**src/rtl/wb_arbiter_if.sv**
```systemverilog
// Writeback arbiter bus: ALU pipeline writeback, mul/div handshake,
// register-file write port and the pending-destination mask.
interface wb_arbiter_if;
    logic        alu_valid;
    logic [4:0]  alu_rd;
    logic [31:0] alu_data;
    logic        alu_stall;
    logic        md_valid;
    logic        md_ready;
    logic [4:0]  md_rd;
    logic [31:0] md_data;
    logic        we3;
    logic [4:0]  wa3;
    logic [31:0] wd3;
    logic [31:0] pend_mask;

    modport master (
        output alu_valid, alu_rd, alu_data, md_valid, md_rd, md_data,
        input  alu_stall, md_ready, we3, wa3, wd3, pend_mask
    );

    modport slave (
        input  alu_valid, alu_rd, alu_data, md_valid, md_rd, md_data,
        output alu_stall, md_ready, we3, wa3, wd3, pend_mask
    );
endinterface

```
**src/rtl/wb_arbiter.sv**
```systemverilog
// Writeback arbiter: merges the single-cycle ALU pipeline and a FIFO-buffered
// mul/div result stream onto the single register-file write port.
module wb_arbiter #(
    parameter int DEPTH = 2
) (
    input  logic        clk,
    input  logic        rst_n,
    wb_arbiter_if.slave bus
);
    localparam int PTR_W = $clog2(DEPTH);
    localparam int CNT_W = PTR_W + 1;
    localparam logic [CNT_W-1:0] FULL_CNT = CNT_W'(DEPTH);

    logic [4:0]       fifo_rd   [DEPTH];
    logic [31:0]      fifo_data [DEPTH];
    logic [PTR_W-1:0] rd_ptr;
    logic [PTR_W-1:0] wr_ptr;
    logic [CNT_W-1:0] count;
    logic             full;
    logic             empty;
    logic             push;
    logic             pop;
    logic             take_alu;
    logic [4:0]       head_rd;
    logic [31:0]      head_data;
    logic [PTR_W-1:0] slot_off;
    logic [31:0]      pend_raw;

    assign full      = (count == FULL_CNT);
    assign empty     = (count == '0);
    assign push      = bus.md_valid & ~full;
    // A full FIFO outranks the ALU; an empty one cannot pop, which also
    // keeps a fresh push from bypassing to the port in the same cycle.
    assign pop       = full | (~bus.alu_valid & ~empty);
    assign take_alu  = ~full & bus.alu_valid;
    assign head_rd   = fifo_rd[rd_ptr];
    assign head_data = fifo_data[rd_ptr];

    assign bus.md_ready  = ~full;
    assign bus.alu_stall = full;

    always_ff @(posedge clk) begin
        if (push) begin
            fifo_rd[wr_ptr]   <= bus.md_rd;
            fifo_data[wr_ptr] <= bus.md_data;
        end
    end

    always_ff @(posedge clk or negedge rst_n) begin
        if (!rst_n) begin
            count  <= '0;
            rd_ptr <= '0;
            wr_ptr <= '0;
        end else begin
            if (push) begin
                wr_ptr <= wr_ptr + PTR_W'(1);
            end
            if (pop) begin
                rd_ptr <= rd_ptr + PTR_W'(1);
            end
            if (push && !pop) begin
                count <= count + CNT_W'(1);
            end else if (pop && !push) begin
                count <= count - CNT_W'(1);
            end
        end
    end

    // x0 results are consumed without a write; wa3/wd3 keep their last value.
    always_ff @(posedge clk or negedge rst_n) begin
        if (!rst_n) begin
            bus.we3 <= 1'b0;
            bus.wa3 <= '0;
            bus.wd3 <= '0;
        end else begin
            bus.we3 <= 1'b0;
            if (pop) begin
                if (head_rd != 5'd0) begin
                    bus.we3 <= 1'b1;
                    bus.wa3 <= head_rd;
                    bus.wd3 <= head_data;
                end
            end else if (take_alu) begin
                if (bus.alu_rd != 5'd0) begin
                    bus.we3 <= 1'b1;
                    bus.wa3 <= bus.alu_rd;
                    bus.wd3 <= bus.alu_data;
                end
            end
        end
    end

    // A slot is occupied when its distance from the head is below count.
    always_comb begin
        pend_raw = '0;
        slot_off = '0;
        for (int i = 0; i < DEPTH; i++) begin
            slot_off = PTR_W'(i) - rd_ptr;
            if ({1'b0, slot_off} < count) begin
                pend_raw[fifo_rd[PTR_W'(i)]] = 1'b1;
            end
        end
    end

    assign bus.pend_mask = pend_raw & ~32'h1;

endmodule

```
**src/flat_wrapper.sv**
```systemverilog
// flat-port wrapper written by rule: the top's interface ports become plain ports
module wb_arbiter_flat 
#(
    parameter int DEPTH = 2
)
  (clk, rst_n, bus_alu_valid, bus_alu_rd, bus_alu_data, bus_md_valid, bus_md_rd, bus_md_data, bus_alu_stall, bus_md_ready, bus_we3, bus_wa3, bus_wd3, bus_pend_mask);
  wb_arbiter_if bus_i ();
  input  logic clk;
  input  logic rst_n;
  input wire logic [$bits(bus_i.alu_valid)-1:0] bus_alu_valid;
  input wire logic [$bits(bus_i.alu_rd)-1:0] bus_alu_rd;
  input wire logic [$bits(bus_i.alu_data)-1:0] bus_alu_data;
  input wire logic [$bits(bus_i.md_valid)-1:0] bus_md_valid;
  input wire logic [$bits(bus_i.md_rd)-1:0] bus_md_rd;
  input wire logic [$bits(bus_i.md_data)-1:0] bus_md_data;
  output wire logic [$bits(bus_i.alu_stall)-1:0] bus_alu_stall;
  output wire logic [$bits(bus_i.md_ready)-1:0] bus_md_ready;
  output wire logic [$bits(bus_i.we3)-1:0] bus_we3;
  output wire logic [$bits(bus_i.wa3)-1:0] bus_wa3;
  output wire logic [$bits(bus_i.wd3)-1:0] bus_wd3;
  output wire logic [$bits(bus_i.pend_mask)-1:0] bus_pend_mask;
  assign bus_i.alu_valid = bus_alu_valid;
  assign bus_i.alu_rd = bus_alu_rd;
  assign bus_i.alu_data = bus_alu_data;
  assign bus_i.md_valid = bus_md_valid;
  assign bus_i.md_rd = bus_md_rd;
  assign bus_i.md_data = bus_md_data;
  assign bus_alu_stall = bus_i.alu_stall;
  assign bus_md_ready = bus_i.md_ready;
  assign bus_we3 = bus_i.we3;
  assign bus_wa3 = bus_i.wa3;
  assign bus_wd3 = bus_i.wd3;
  assign bus_pend_mask = bus_i.pend_mask;
  wb_arbiter #(.DEPTH(DEPTH)) u_core (.clk(clk), .rst_n(rst_n), .bus(bus_i));
endmodule
```
**config.mk**
```make
export PLATFORM = sky130hd
export DESIGN_NAME = wb_arbiter_flat
export DESIGN_NICKNAME = d
export VERILOG_FILES = /design/src/rtl/wb_arbiter_if.sv /design/src/rtl/wb_arbiter.sv /design/src/flat_wrapper.sv
export SDC_FILE = /design/constraint.sdc
export NUM_CORES = 1
export LEC_CHECK = 0
export BUFFER_PORTS_ARGS = -buffer_cell sky130_fd_sc_hd__clkbuf_2
export CAP_MARGIN = 20
export CORE_MARGIN = 1.5
export CORE_UTILIZATION = 56
export DETAILED_ROUTE_END_ITERATION = 8
export PLACE_DENSITY = 0.93
export SYNTH_ARGS = -nofsm -noshare
export SYNTH_HDL_FRONTEND = slang
export SYNTH_SLANG_ARGS = --single-unit
```
**constraint.sdc**
```tcl
create_clock -name clk -period 4.4 [get_ports clk]
set_input_delay 0.66 -clock clk [delete_from_list [all_inputs] [get_ports clk]]
set_output_delay 0.66 -clock clk [all_outputs]
set_load 0.05 [all_outputs]
```
==> qor.yml <==
place.gp.congestion: 0.8091
io_pins: 150
antenna_left: 0
synthTopCellsByArea: "edfxtp_1, dfrtp_1, mux2_2"
path_cells: "a21oi_1 > or3b_2 > o22ai_1 > clkbuf_2"
syn_area_um2: 5329
core_area_um2: 9240
ys_top_cells_by_count: "mux2_2, edfxtp_1, dfrtp_1"
p_leak_nw: 2.783
grt_pass1_vias: 3563
area_growth_syn_to_layout_pct: 25.55
synthCells: 339
synth.net_count: 418
clk_latency_ns: 0.51
power_density_nw_per_um2: 830.2
antenna_found_initial: 0
async_flop_share_pct: 36.21
worstMarginPinSlew_ns: 0.9637
fp-row-count: 35
max_slew_margin_pct: 35.75
die_y_um: 100.6
num_vias: 3486
die-area_um2: 10110
drtIter0Drc: 170
nets: 564
worstHoldPathType: "in -> async"
holdBufCountCts: 0
ys_seq_area_share_pct: 61.42
grt_max_degree: 45
synth_top_area_share_pct: 41.70
io_buffers: 148
wl_um: 11060
cts_tree: "yes"
power_mw: 5.554
crit_buf_inv: 1
slowest_delay_ns: 1.00
grt_pass1_wl_um: 17480
yosysTopAreaCell: "edfxtp_1"
worstSetupPathType: "reg -> out"
setup_ws_ns: 0.8512
pre_cts_ws_ns: 1.433
drcViolationCount: 0
clkTransAtPathRegs_ns: 0.06
overflow: 0
dr.pass1.iters: 6
place_inst: 593
grt_use_total_pct: 23.17
cts_resized: 0
start_util_pct: 57.67
cpMaxStageDelayCell: "dfrtp_2"
clock.fmax_ghz: 0.2818
hold_viol_final: 0
cts_buffer_depth: 2
rsz0062_at_grt: "false"
dpl.hpwl_um: 7567
yosysMostFrequentCell: "mux2_2"
ys_ff_latch: 116
tns_ns: 0
synth-main-ff-cell: "edfxtp_1"
clock_skew_ns: 0.01018
nFillCells: 617
crit_family: "flip-flops"
vias_per_cell: 5.560
cts_setup_buffers: 0
clock_sinks: 116
antennaDiodeCount: 0
peakVddDrop_mv: 0.5204
slew_viol_final: 0
setup_viol: 0
yosysWarnings: 0
max_cap_viol_count: 0
cp.arrival_ns: 2.89
critPathCaptureType: "output port"
fp.dieW_um: 100.6
cts-root-buf: "clkbuf_8"
avgSynthCellArea_um2: 15.72
drive_gt1_share_pct: 62.05
synth_edf_count: 74
numCtsBuffers: 17
min_period_over_period_pct: 80.65
cp_max_fo: 44
cts_htree_levels: 4
ys_types: 32
period_needed_ns: 3.549
crit_required_ns: 3.74
fin_cells: 627
wire_per_inst_um: 17.63
start_kind: "flip-flop"
status: "finished clean"
[metal layers]
metal / global-route usage, % / up-vias / wire (um)
li1: - / 1602 / -
met1: 26.47 / 1689 / 4346
met2: 42.23 / 179 / 5830
met3: 6.727 / 16 / 732
met4: 6.717 / 0 / 146
met5: 0 / - / 0
[cells by family (layout without fill, tap and decap cells)]
kind of cell    count (synthesis)  in the layout  share of synthesized area (%)
mux                           111            111                          24.79
fa+ha+maj                       1              1                         0.2348
flops                         116            116                          61.42
xor+xnor                        5              5                         0.8219
other cells                     1              1                        0.07037
simple gates                   40             40                          4.861
compound gates                 36             36                          4.344
buf+inv                        29            188                          3.451
[flip-flops by register name, summed over array words and instances (netlist names)]
register          flops
u_core.fifo_data     64
u_core.bus.wd3       32
u_core.fifo_rd       10
u_core.bus.wa3        5
u_core.count          2
u_core.bus.we3        1
u_core.rd_ptr         1
u_core.wr_ptr         1
[path summary, 6_finish.rpt]
check	startpoint	to	depth (start not counted)	slack [ns]
worst max-delay path	u_core.rd_ptr$_DFFE_PN0P_	bus_pend_mask[17]	4	0.85
worst min-delay path	rst_n	u_core.bus.wd3[30]$_DFFE_PN0P_	1	0.16
worst max register to register	u_core.rd_ptr$_DFFE_PN0P_	u_core.bus.wd3[0]$_DFFE_PN0P_	5	1.73
worst min register to register	u_core.bus.wd3[1]$_DFFE_PN0P_	u_core.bus.wd3[1]$_DFFE_PN0P_	1	0.51
max in group asynchronous	rst_n	u_core.bus.we3$_DFF_PN0_	2	3.72
min in group clk	bus_md_data[10]	u_core.fifo_data[1][10]$_DFFE_PP_	1	0.34
[stage by stage]
stage / hold WS (ns) / cell area, um2 / utilization (%)
3_5_place_dp: 0.4949 / 6096 / 65.97
3_3_place_gp: 0.4910 / 6096 / 65.97
6_report: 0.1575 / 6690 / 72.40
2_1_floorplan: 0.3644 / 5329 / -
5_1_grt: 0.1924 / 6690 / 72.40
4_1_cts: 0.3243 / 6643 / 71.89
[power by group]
group          internal (mW)  switching (mW)  total, mW
sequential              1.56           0.269       1.83
combinational          0.997            1.49       2.49
clock                  0.721           0.513       1.23
total                   3.28            2.27       5.55
[cell usage in the layout (no fill, tap or decap), drive strengths merged]
| master | netlist | routed |
|---|---|---|
| nor3 | 2 | 2 |
| clkinv | 0 | 2 |
| xnor2 | 2 | 2 |
| or3 | 4 | 4 |
| nand2b | 1 | 1 |
| xor2 | 3 | 3 |
| o211ai | 1 | 1 |
| edfxtp | 74 | 74 |
| nor2 | 7 | 7 |
| o21ai | 1 | 1 |
| clkbuf | 6 | 166 |
| and3 | 1 | 1 |
| dfrtp | 42 | 42 |
| mux2 | 111 | 111 |
| nand3b | 7 | 7 |
| conb | 1 | 1 |
| nand2 | 5 | 5 |
| nor4b | 1 | 1 |
| clkinvlp | 0 | 5 |
| a21oi | 1 | 1 |
| a32o | 1 | 1 |
| or3b | 7 | 7 |
| nor2b | 1 | 1 |
| o22ai | 32 | 32 |
| ha | 1 | 1 |
| buf | 19 | 4 |
| nand3 | 2 | 2 |
| nor4 | 1 | 1 |
| nor3b | 1 | 1 |
| inv | 4 | 11 |
[final cells by class]
class | count | area, um2 | share of cell area, %
tap | 129 | 161.4 | 2.413
sequential | 116 | 3274 | 48.94
timing repair buffer | 152 | 803.3 | 12.01
clock inverter | 14 | 118.9 | 1.777
clock buffer | 18 | 427.9 | 6.396
inverter | 4 | 15.01 | 0.2244
multi-input combinational | 194 | 1889 | 28.24
Note: power is estimated with default switching activity, not from simulation.
